===== config.mk =====
export PLATFORM = sky130hd
export DESIGN_NAME = motion_cmd_sched
export DESIGN_NICKNAME = d
export VERILOG_FILES = /design/src/rtl/motion_cmd_sched_pkg.sv /design/src/rtl/motion_cmd_sched_cycle_timer.sv /design/src/rtl/motion_cmd_sched.sv
export SDC_FILE = /design/constraint.sdc
export NUM_CORES = 1
export LEC_CHECK = 0
export ABC_AREA = 1
export BUFFER_PORTS_ARGS = -buffer_cell sky130_fd_sc_hd__buf_4
export CORE_ASPECT_RATIO = 1.25
export CORE_MARGIN = 4
export CORE_UTILIZATION = 44
export DETAILED_ROUTE_END_ITERATION = 12
export GPL_TIMING_DRIVEN = 0
export PLACE_DENSITY = 0.7
export SYNTH_ARGS = -nofsm -noshare
export SYNTH_HDL_FRONTEND = slang
export SYNTH_SLANG_ARGS = --single-unit

===== constraint.sdc =====
create_clock -name clk -period 3.7 [get_ports clk]
set_clock_uncertainty 0.05 [all_clocks]
set_input_delay 0.925 -clock clk [delete_from_list [all_inputs] [get_ports clk]]
set_output_delay 0.925 -clock clk [all_outputs]
set_load 0.005 [all_outputs]

===== src/rtl/motion_cmd_sched_pkg.sv =====
// Shared definitions for the motion command scheduler: valid command codes,
// source encodings and the one-hot scheduler state.
package motion_cmd_sched_pkg;

  localparam logic [7:0] CMD_MOVE_1 = 8'h01;
  localparam logic [7:0] CMD_MOVE_2 = 8'h02;
  localparam logic [7:0] CMD_MOVE_3 = 8'h03;
  localparam logic [7:0] CMD_MOVE_4 = 8'h04;
  localparam logic [7:0] CMD_TURN_1 = 8'h11;
  localparam logic [7:0] CMD_TURN_2 = 8'h12;
  localparam logic [7:0] CMD_TURN_3 = 8'h13;
  localparam logic [7:0] CMD_TURN_4 = 8'h14;
  localparam logic [7:0] CMD_SPD_1  = 8'h51;
  localparam logic [7:0] CMD_SPD_2  = 8'h52;
  localparam logic [7:0] CMD_AUX_1  = 8'h61;
  localparam logic [7:0] CMD_AUX_2  = 8'h62;

  localparam logic [7:0] STOP_CMD_DEFAULT = 8'h00;

  localparam logic [1:0] SRC_NONE   = 2'd0;
  localparam logic [1:0] SRC_REMOTE = 2'd1;
  localparam logic [1:0] SRC_AUTO   = 2'd2;
  localparam logic [1:0] SRC_ESTOP  = 2'd3;

  typedef enum logic [3:0] {
    ST_IDLE   = 4'b0001,
    ST_AUTO   = 4'b0010,
    ST_REMOTE = 4'b0100,
    ST_ESTOP  = 4'b1000
  } sched_state_e;

  function automatic logic isValidCmd(input logic [7:0] code);
    case (code)
      CMD_MOVE_1, CMD_MOVE_2, CMD_MOVE_3, CMD_MOVE_4,
      CMD_TURN_1, CMD_TURN_2, CMD_TURN_3, CMD_TURN_4,
      CMD_SPD_1, CMD_SPD_2, CMD_AUX_1, CMD_AUX_2: isValidCmd = 1'b1;
      default:                                     isValidCmd = 1'b0;
    endcase
  endfunction

endpackage


===== src/rtl/motion_cmd_sched_cycle_timer.sv =====
// Saturating cycle counter: clears on clr, counts on en, holds at limit.
// done is high while the count sits at limit.
module cycle_timer #(
  parameter int CNT_W = 26
) (
  input  logic             clk,
  input  logic             rst_n,
  input  logic             clr,
  input  logic             en,
  input  logic [CNT_W-1:0] limit,
  output logic             done
);

  logic [CNT_W-1:0] count_q;
  logic [CNT_W-1:0] count_d;

  always_comb begin
    count_d = count_q;
    if (clr) begin
      count_d = '0;
    end else if (en && (count_q != limit)) begin
      count_d = count_q + 1'b1;
    end
  end

  always_ff @(posedge clk or negedge rst_n) begin
    if (!rst_n) begin
      count_q <= '0;
    end else begin
      count_q <= count_d;
    end
  end

  assign done = (count_q == limit);

endmodule


===== src/rtl/motion_cmd_sched.sv =====
// Arbitrates remote link, autonomous planner and obstacle stop into one
// registered command stream with a link-loss watchdog and e-stop override.
module motion_cmd_sched
  import motion_cmd_sched_pkg::*;
#(
  parameter int         WDOG_CYCLES  = 50000000,
  parameter int         CLEAR_CYCLES = 5000000,
  parameter logic [7:0] STOP_CMD     = STOP_CMD_DEFAULT,
  parameter int         CNT_W        = 26
) (
  input  logic        clk,
  input  logic        rst_n,
  input  logic        rem_valid,
  input  logic [7:0]  rem_cmd,
  input  logic [23:0] rem_arg,
  output logic        rem_ready,
  input  logic        auto_valid,
  input  logic [7:0]  auto_cmd,
  input  logic [23:0] auto_arg,
  output logic        auto_ready,
  input  logic        obs_stop,
  output logic [7:0]  cmd_out,
  output logic [23:0] arg_out,
  output logic        cmd_stb,
  output logic [1:0]  src_out,
  output logic        cmd_err
);

  localparam logic [CNT_W-1:0] WDOG_LIM  = CNT_W'(WDOG_CYCLES - 1);
  localparam logic [CNT_W-1:0] CLEAR_LIM = CNT_W'(CLEAR_CYCLES - 1);

  sched_state_e state_q, state_d;
  logic [7:0]   cmd_q, cmd_d;
  logic [23:0]  arg_q, arg_d;
  logic [1:0]   src_q, src_d;
  logic         stb_q, stb_d;
  logic         err_q, err_d;

  logic remFire, autoFire, remOk, autoOk;
  logic wdogDone, clearDone;

  assign rem_ready  = (state_q != ST_ESTOP) && !obs_stop;
  assign auto_ready = ((state_q == ST_IDLE) || (state_q == ST_AUTO)) && !rem_valid && !obs_stop;

  assign remFire  = rem_valid && rem_ready;
  assign autoFire = auto_valid && auto_ready;
  assign remOk    = remFire && isValidCmd(rem_cmd);
  assign autoOk   = autoFire && isValidCmd(auto_cmd);

  // Watchdog only runs in REMOTE and restarts on every valid remote frame.
  cycle_timer #(.CNT_W(CNT_W)) u_wdog (
    .clk  (clk),
    .rst_n(rst_n),
    .clr  ((state_q != ST_REMOTE) || remOk),
    .en   ((state_q == ST_REMOTE) && !remOk),
    .limit(WDOG_LIM),
    .done (wdogDone)
  );

  cycle_timer #(.CNT_W(CNT_W)) u_clear (
    .clk  (clk),
    .rst_n(rst_n),
    .clr  ((state_q != ST_ESTOP) || obs_stop),
    .en   ((state_q == ST_ESTOP) && !obs_stop),
    .limit(CLEAR_LIM),
    .done (clearDone)
  );

  always_comb begin
    state_d = state_q;
    cmd_d   = cmd_q;
    arg_d   = arg_q;
    src_d   = src_q;
    stb_d   = 1'b0;
    err_d   = (remFire && !remOk) || (autoFire && !autoOk);
    if (obs_stop) begin
      if (state_q != ST_ESTOP) begin
        state_d = ST_ESTOP;
        cmd_d   = STOP_CMD;
        arg_d   = '0;
        src_d   = SRC_ESTOP;
        stb_d   = 1'b1;
      end
    end else begin
      unique case (state_q)
        ST_IDLE, ST_AUTO: begin
          if (remOk) begin
            state_d = ST_REMOTE;
            cmd_d   = rem_cmd;
            arg_d   = rem_arg;
            src_d   = SRC_REMOTE;
            stb_d   = 1'b1;
          end else if (autoOk) begin
            state_d = ST_AUTO;
            cmd_d   = auto_cmd;
            arg_d   = auto_arg;
            src_d   = SRC_AUTO;
            stb_d   = 1'b1;
          end
        end
        ST_REMOTE: begin
          if (remOk) begin
            cmd_d = rem_cmd;
            arg_d = rem_arg;
            stb_d = 1'b1;
          end else if (wdogDone) begin
            state_d = ST_IDLE;
            cmd_d   = STOP_CMD;
            arg_d   = '0;
            src_d   = SRC_NONE;
            stb_d   = 1'b1;
          end
        end
        ST_ESTOP: begin
          if (clearDone) begin
            state_d = ST_IDLE;
            src_d   = SRC_NONE;
          end
        end
        default: state_d = ST_IDLE;
      endcase
    end
  end

  always_ff @(posedge clk or negedge rst_n) begin
    if (!rst_n) begin
      state_q <= ST_IDLE;
      cmd_q   <= STOP_CMD;
      arg_q   <= '0;
      src_q   <= SRC_NONE;
      stb_q   <= 1'b0;
      err_q   <= 1'b0;
    end else begin
      state_q <= state_d;
      cmd_q   <= cmd_d;
      arg_q   <= arg_d;
      src_q   <= src_d;
      stb_q   <= stb_d;
      err_q   <= err_d;
    end
  end

  assign cmd_out = cmd_q;
  assign arg_out = arg_q;
  assign src_out = src_q;
  assign cmd_stb = stb_q;
  assign cmd_err = err_q;

endmodule


==> flow_summary.ini, run 1 <==
[global_routing]
grt_start_max_net_pins = 93
grt_pass1_wl_microns = 24800
grt_usage_pct = 20.9
grt_remaining_overflow = 0
grt_pass1_vias = 5355
antenna_found_initial = 0

[min_path]
hold_depth = 2
hold_class = reg2reg
min_to = arg_out[13]
holdCritStartpoint = arg_out[13]

[synth]
synthTopCellsByArea = dfrtp_1 (40%), nand2_1 (16%), nor2_1 (8.1%)
ys_ff_latch = 92
synth_edf_count = 0
synth_cell_type_count = 38
synth_area_per_cell_sq_um = 7.02
async_reset_ff_share_pct = 100
synth_fp_nets = 876
synth_common_cells = nand2_1 (247), nor2_1 (122), dfrtp_1 (91)
yosysSeqAreaShare_pct = 40.8
synth.top_cell.area_share_pct = 40.3
postSynthCellCount = 805
synthesis.area_sq_um = 5650
synth_top_cell_by_area = dfrtp_1
synth-main-ff-cell = dfrtp_1
synth_warnings = 0
yosysMostFrequentCell = nand2_1

[pwr]
ir_worst_vdd_v = 0.000237
p_total_mw = 3.08
power.density_nw_per_um2 = 441
leakage_nw = 3.42

[critical_path]
startpoint_type = register
crit_fanout = 4
reg2reg_depth = 12
path_class = reg2out
r2r-end = state_q[2]
worstPathArrival_ns = 1.50
r2r-start = u_wdog.count_q[0]
r2r_slack_ns = 1.65
critical_path_required_ns = 2.72
cp-end-kind = output port

[sta]
fin_tns_setup_ns = 0
worstMarginPinSlew_ns = 1.16
rsz0062_at_grt = no
finalHoldViolations = 0
fin_crit_sh_pct = 66.8
clock.fmax_mhz = 405
fin_hold_ws_ns = 0.425
final-setup-viol-count = 0
relSlewSlack_pct = 22.8
finalCriticalPeriod_ns = 2.47
slew_violations = 0
finalWorstSetupSlack_ns = 1.23

[placed_design]
place_inst = 1079
portBuffers = 106
place_area_sq_um = 6650
dp_hpwl_microns = 11100
pre_cts_ws_ns = 1.26
gp_congestion = 0.914

[finish]
synthToLayoutAreaGrowth_pct = 23.5
nNetsFinal = 993
fillers = 1244
layout-drive-gt1-share_pct = 17.8
multi_input_area_sq_um = 2880
diodes = 0
post_layout_nonfiller_instances = 1095
final_cell_area_sq_um = 6980
final_util_pct = 55.4
seqCellArea_sq_um = 2300

[job]
drv_cap = 0

[die]
initial_core_util_pct = 44.8
die-width_microns = 109
num_rows = 46
io_pins = 107
die_height_microns = 135
die-area_sq_um = 14700
core_sq_um = 12600

[clock_network]
cts_root_buf = clkbuf_16
clock_sinks = 92
clk_path_buf_depth = 2
path_clk_slew_ns = 0.07
ctsHoldBuffers = 0
cts_resized = 0
cts_made_buffers = 9
clk_latency_ns = 0.34
htreeDepth = 3
post_cts.repair.setup_buffers = 0
cts_tree = yes

[routing]
drt_pass1_iterations = 4
wl_per_cell_microns = 13.3
route.detailed.drc = 0
drt_iter0_markers = 236
vias = 5404
via_per_inst = 4.94
ant_nets = 0
wirelength_microns = 14500

[outcome]
outcome = finished, final reports clean
[how the worst max path moves through the flow]
| stage | to | startpoint | depth (start not counted) | slack, ns |
|---|---|---|---|---|
| after global routing | auto_ready | state_q[0] | 5 | 1.11 |
| after CTS | auto_ready | state_q[0] | 5 | 1.21 |
| final | auto_ready | state_q[0] | 5 | 1.23 |
| after detailed placement | auto_ready | obs_stop | 3 | 1.26 |
| after global placement | arg_out[20] | auto_cmd[3] | 12 | 1.26 |
| after floorplan | auto_ready | obs_stop | 1 | 1.58 |
[sequential cells by signal, summed over array words and instances, names as in the netlist]
register / flops
cmd_stb: 1
src_out: 2
u_clear.count_q: 26
cmd_err: 1
arg_out: 24
cmd_out: 8
state_q: 4
u_wdog.count_q: 26
[critical path, cell delays in order, from the launching register on]
cell and delay, ns:
dfstp_2 0.58, inv_1 0.05, nand2_1 0.07, nand3_2 0.11
nor3_2 0.19, buf_4 0.16
[logic make-up (layout without fill, tap and decap cells)]
kind of cell / Yosys count / count (layout) / synth area share, %
buffers and inverters: 106 / 228 / 8.26
AO/OA/AOI/OAI: 71 / 71 / 7.11
flip-flops: 92 / 92 / 40.8
adder cells (fa/ha/maj): 2 / 2 / 0.443
AND/OR/NAND/NOR: 511 / 511 / 39.8
XOR/XNOR: 23 / 23 / 3.57
[area by class of cell]
cell class / instances / share of cell area, %
sequential: 92 / 33.0
tap: 168 / 3.01
multi-input combinational: 607 / 41.2
timing repair buffer: 106 / 11.4
inverter: 81 / 4.39
clock inverter: 7 / 1.40
clock buffer: 9 / 3.23
buffer: 25 / 2.30
[power breakdown]
part | total [mW] | switching (mW) | internal, mW
combinational | 0.817 | 0.444 | 0.373
clock | 1.01 | 0.411 | 0.596
sequential | 1.25 | 0.0970 | 1.15
total | 3.08 | 0.952 | 2.12
[cells in the final DEF, fill, tap and decap left out, types with 14 or more instances in the layout]
master   netlist  layout
nand2_1      247     247
nor2_1       122     122
buf_4          7     113
dfrtp_1       91      91
inv_1         76      76
nand3_1       64      64
nor3_1        25      25
o21ai_0       25      25
a21oi_1       20      20
xor2_1        17      17
nand4_1       14      14
[layer usage]
| layer | wire length [microns] | vias to the layer above | GRT usage [%] |
|---|---|---|---|
| li1 | - | 2800 | - |
| met1 | 6300 | 2461 | 26.4 |
| met2 | 7360 | 113 | 35.8 |
| met3 | 603 | 30 | 3.92 |
| met4 | 275 | 0 | 6.79 |
| met5 | 0 | - | 0 |
(Power assumes the default switching activity.)
==> run 2, diff against run 1 <==
- ABC_AREA: 1 -> 0
- PLACE_DENSITY: 0.7 -> 0.71
- clock period: 3.7 -> 2.4 ns (I/O delays scaled with it)
==> run 2 against run 1 <==
  * Synthesized area decreased by 16%
  * First-iteration DRC count decreased by 21%
  * Cell area decreased by 11%
  * Critical endpoint is now cmd_out[5]
  * Largest cell class unchanged
  * Highest routed layer unchanged
==> flow_summary.ini, run 2 <==
[pwr]
power.density_nw_per_um2 = 762
leakage_nw = 2.69
ir_worst_vdd_v = 0.000642
p_total_mw = 4.72

[clock_network]
ctsHoldBuffers = 0
htreeDepth = 3
clk_path_buf_depth = 2
path_clk_slew_ns = 0.08
clk_latency_ns = 0.35
cts_tree = yes
cts_made_buffers = 9
cts_root_buf = clkbuf_16
clock_sinks = 92

[die]
io_pins = 107
initial_core_util_pct = 45.0
num_rows = 42
die-width_microns = 101
die_height_microns = 124
die-area_sq_um = 12500
core_sq_um = 10600

[finish]
post_layout_nonfiller_instances = 796
layout-drive-gt1-share_pct = 25.3
final_util_pct = 58.6
nNetsFinal = 730
layout_common_cells = nor2_1 (112), buf_4 (109), dfrtp_1 (87)
layout_commonest_cell = nor2_1
synthToLayoutAreaGrowth_pct = 30.3
final_cell_area_sq_um = 6190
diodes = 0

[job]
drv_cap = 0

[synth]
postSynthCellCount = 540
synthSimpleGateAreaFrac_pct = 27.2
synth_fp_nets = 611
synth_warnings = 0
synth_common_cells = nor2_1 (113), dfrtp_1 (91), a21oi_1 (71)
synth.area.mux_share_pct = 1.45
yosysSeqAreaShare_pct = 48.5
synth_xor_area_share_pct = 7.56
synthesis.area_sq_um = 4750
synth_fa_ha_area_share_pct = 0.737
async_reset_ff_share_pct = 100
synth-compound-area-share_pct = 11.4
ys_ff_latch = 92
synth_edf_count = 0
synth-main-ff-cell = dfrtp_1
synth_top_cell_by_area = dfrtp_1
synth.top_cell.area_share_pct = 47.9
yosysMostFrequentCell = nor2_1
synthTopCellsByArea = dfrtp_1 (48%), nor2_1 (8.9%), a21oi_1 (7.5%)
synth_area_per_cell_sq_um = 8.80
synth_top_family_by_area = simple AND/OR/NAND/NOR gates
synth_cell_type_count = 54

[min_path]
hold_class = in2async

[critical_path]
cp-end-kind = register
path_class = reg2reg
critPathBufInv = 2
startpoint_type = register
crit_fanout = 10
crit_chain = or4b_1 -> nor3_4 -> and4_1 -> o41a_1 -> buf_6 -> buf_12 -> mux2_4
critical_path_required_ns = 2.58
worstPathArrival_ns = 2.53
cp_slowest_stage_delay_ns = 0.57
r2r_slack_ns = 0.06
crit_family = simple AND/OR/NAND/NOR gates
slowest_stage = or4b_1

[sta]
rsz0062_at_grt = yes
clock.fmax_mhz = 427
finalCriticalPeriod_ns = 2.34
fin_hold_ws_ns = 0.399
slew_violations = 0
worstMarginPinSlew_ns = 1.19
relSlewSlack_pct = 20.7
final-setup-viol-count = 0
fin_crit_sh_pct = 97.6
finalHoldViolations = 0

[routing]
wirelength_microns = 12700
via_per_inst = 5.42
vias = 4316
route.detailed.drc = 0
drt_iter0_markers = 187
wl_per_cell_microns = 16.0
drt_pass1_iterations = 4
ant_nets = 0

[placed_design]
portBuffers = 106
dp_hpwl_microns = 9120
place_area_sq_um = 5710
gp_congestion = 0.788
place_inst = 778

[global_routing]
grt_start_max_net_pins = 93
grt_pass1_vias = 4183
grt_remaining_overflow = 0
grt_pass1_wl_microns = 20300
grt_usage_pct = 20.0
antenna_found_initial = 0

[outcome]
outcome = finished, final reports clean
[run 2: cell count changes in the layout (fill, tap and decap cells not counted), moves of 11 or more]
cell / before / now
nor3_1: 25 / 8
a21oi_1: 20 / 67
nand2_1: 247 / 47
xnor2_1: 6 / 19
inv_1: 76 / 8
o21ai_0: 25 / 11
a21boi_0: 11 / 0
nand3_1: 64 / 25
[run 2: worst register-to-register path, stage by stage (launching register included)]
cell and delay (ns):
dfrtp_1 0.45, or4b_1 0.57, nor3_4 0.19, and4_1 0.23
o41a_1 0.16, buf_6 0.14, buf_12 0.14, mux2_4 0.30
[run 2: logic make-up (layout without fill, tap and decap cells)]
| group | after synthesis | after routing |
|---|---|---|
| fa+ha+maj | 3 | 3 |
| flops | 92 | 92 |
| xor+xnor | 41 | 41 |
| buf+inv | 34 | 158 |
| simple gates | 266 | 266 |
| compound gates | 98 | 98 |
| mux | 6 | 6 |
[run 2: where the power goes]
| part | internal (mW) | total [mW] | switching, mW |
|---|---|---|---|
| sequential | 1.85 | 2.04 | 0.190 |
| combinational | 0.699 | 1.28 | 0.582 |
| clock | 0.730 | 1.40 | 0.672 |
[run 2: repair_timing]
action                     in CTS  in global routing
pin swaps                       2                  3
gates resized for setup         8                 44
setup endpoints to repair      53                 48
gates cloned                    0                  0
buffers inserted                1                  1
[run 2: area by class of cell]
cell class / instances / area [sq um]
fill: 921 / 4370
multi-input combinational: 414 / 2410
sequential: 92 / 2310
timing repair buffer: 108 / 811
clock buffer: 9 / 225
buffer: 26 / 173
tap: 132 / 165
clock inverter: 7 / 66.3
inverter: 8 / 30.0
[run 2: final timing paths]
kind | start | to | cells after the start
hold reg to reg | arg_out[22] | arg_out[22] | 1
hold / removal | rst_n | u_clear.count_q[24] | 1
setup / recovery | u_wdog.count_q[7] | cmd_out[5] | 7
min in group clk | arg_out[22] | arg_out[22] | 1
setup reg to reg | u_wdog.count_q[7] | cmd_out[5] | 7
max in group asynchronous | rst_n | state_q[1] | 1
[run 2: layer usage]
metal,track usage (%),vias up,share of wire [%]
li1,-,2096,-
met1,25.4,2108,42
met2,34.3,89,52
met3,3.75,23,3.7
met4,6.82,0,2.3
met5,0,-,0
[run 2: through the flow]
step / setup WS, ns / TNS (ns)
final: 0.0573 / 0
after detailed placement: -0.591 / -21.39
after global routing: -0.0228 / -0.0652
after floorplan: 0.0622 / 0
after CTS: 0.00370 / 0
after global placement: -0.521 / -19.85
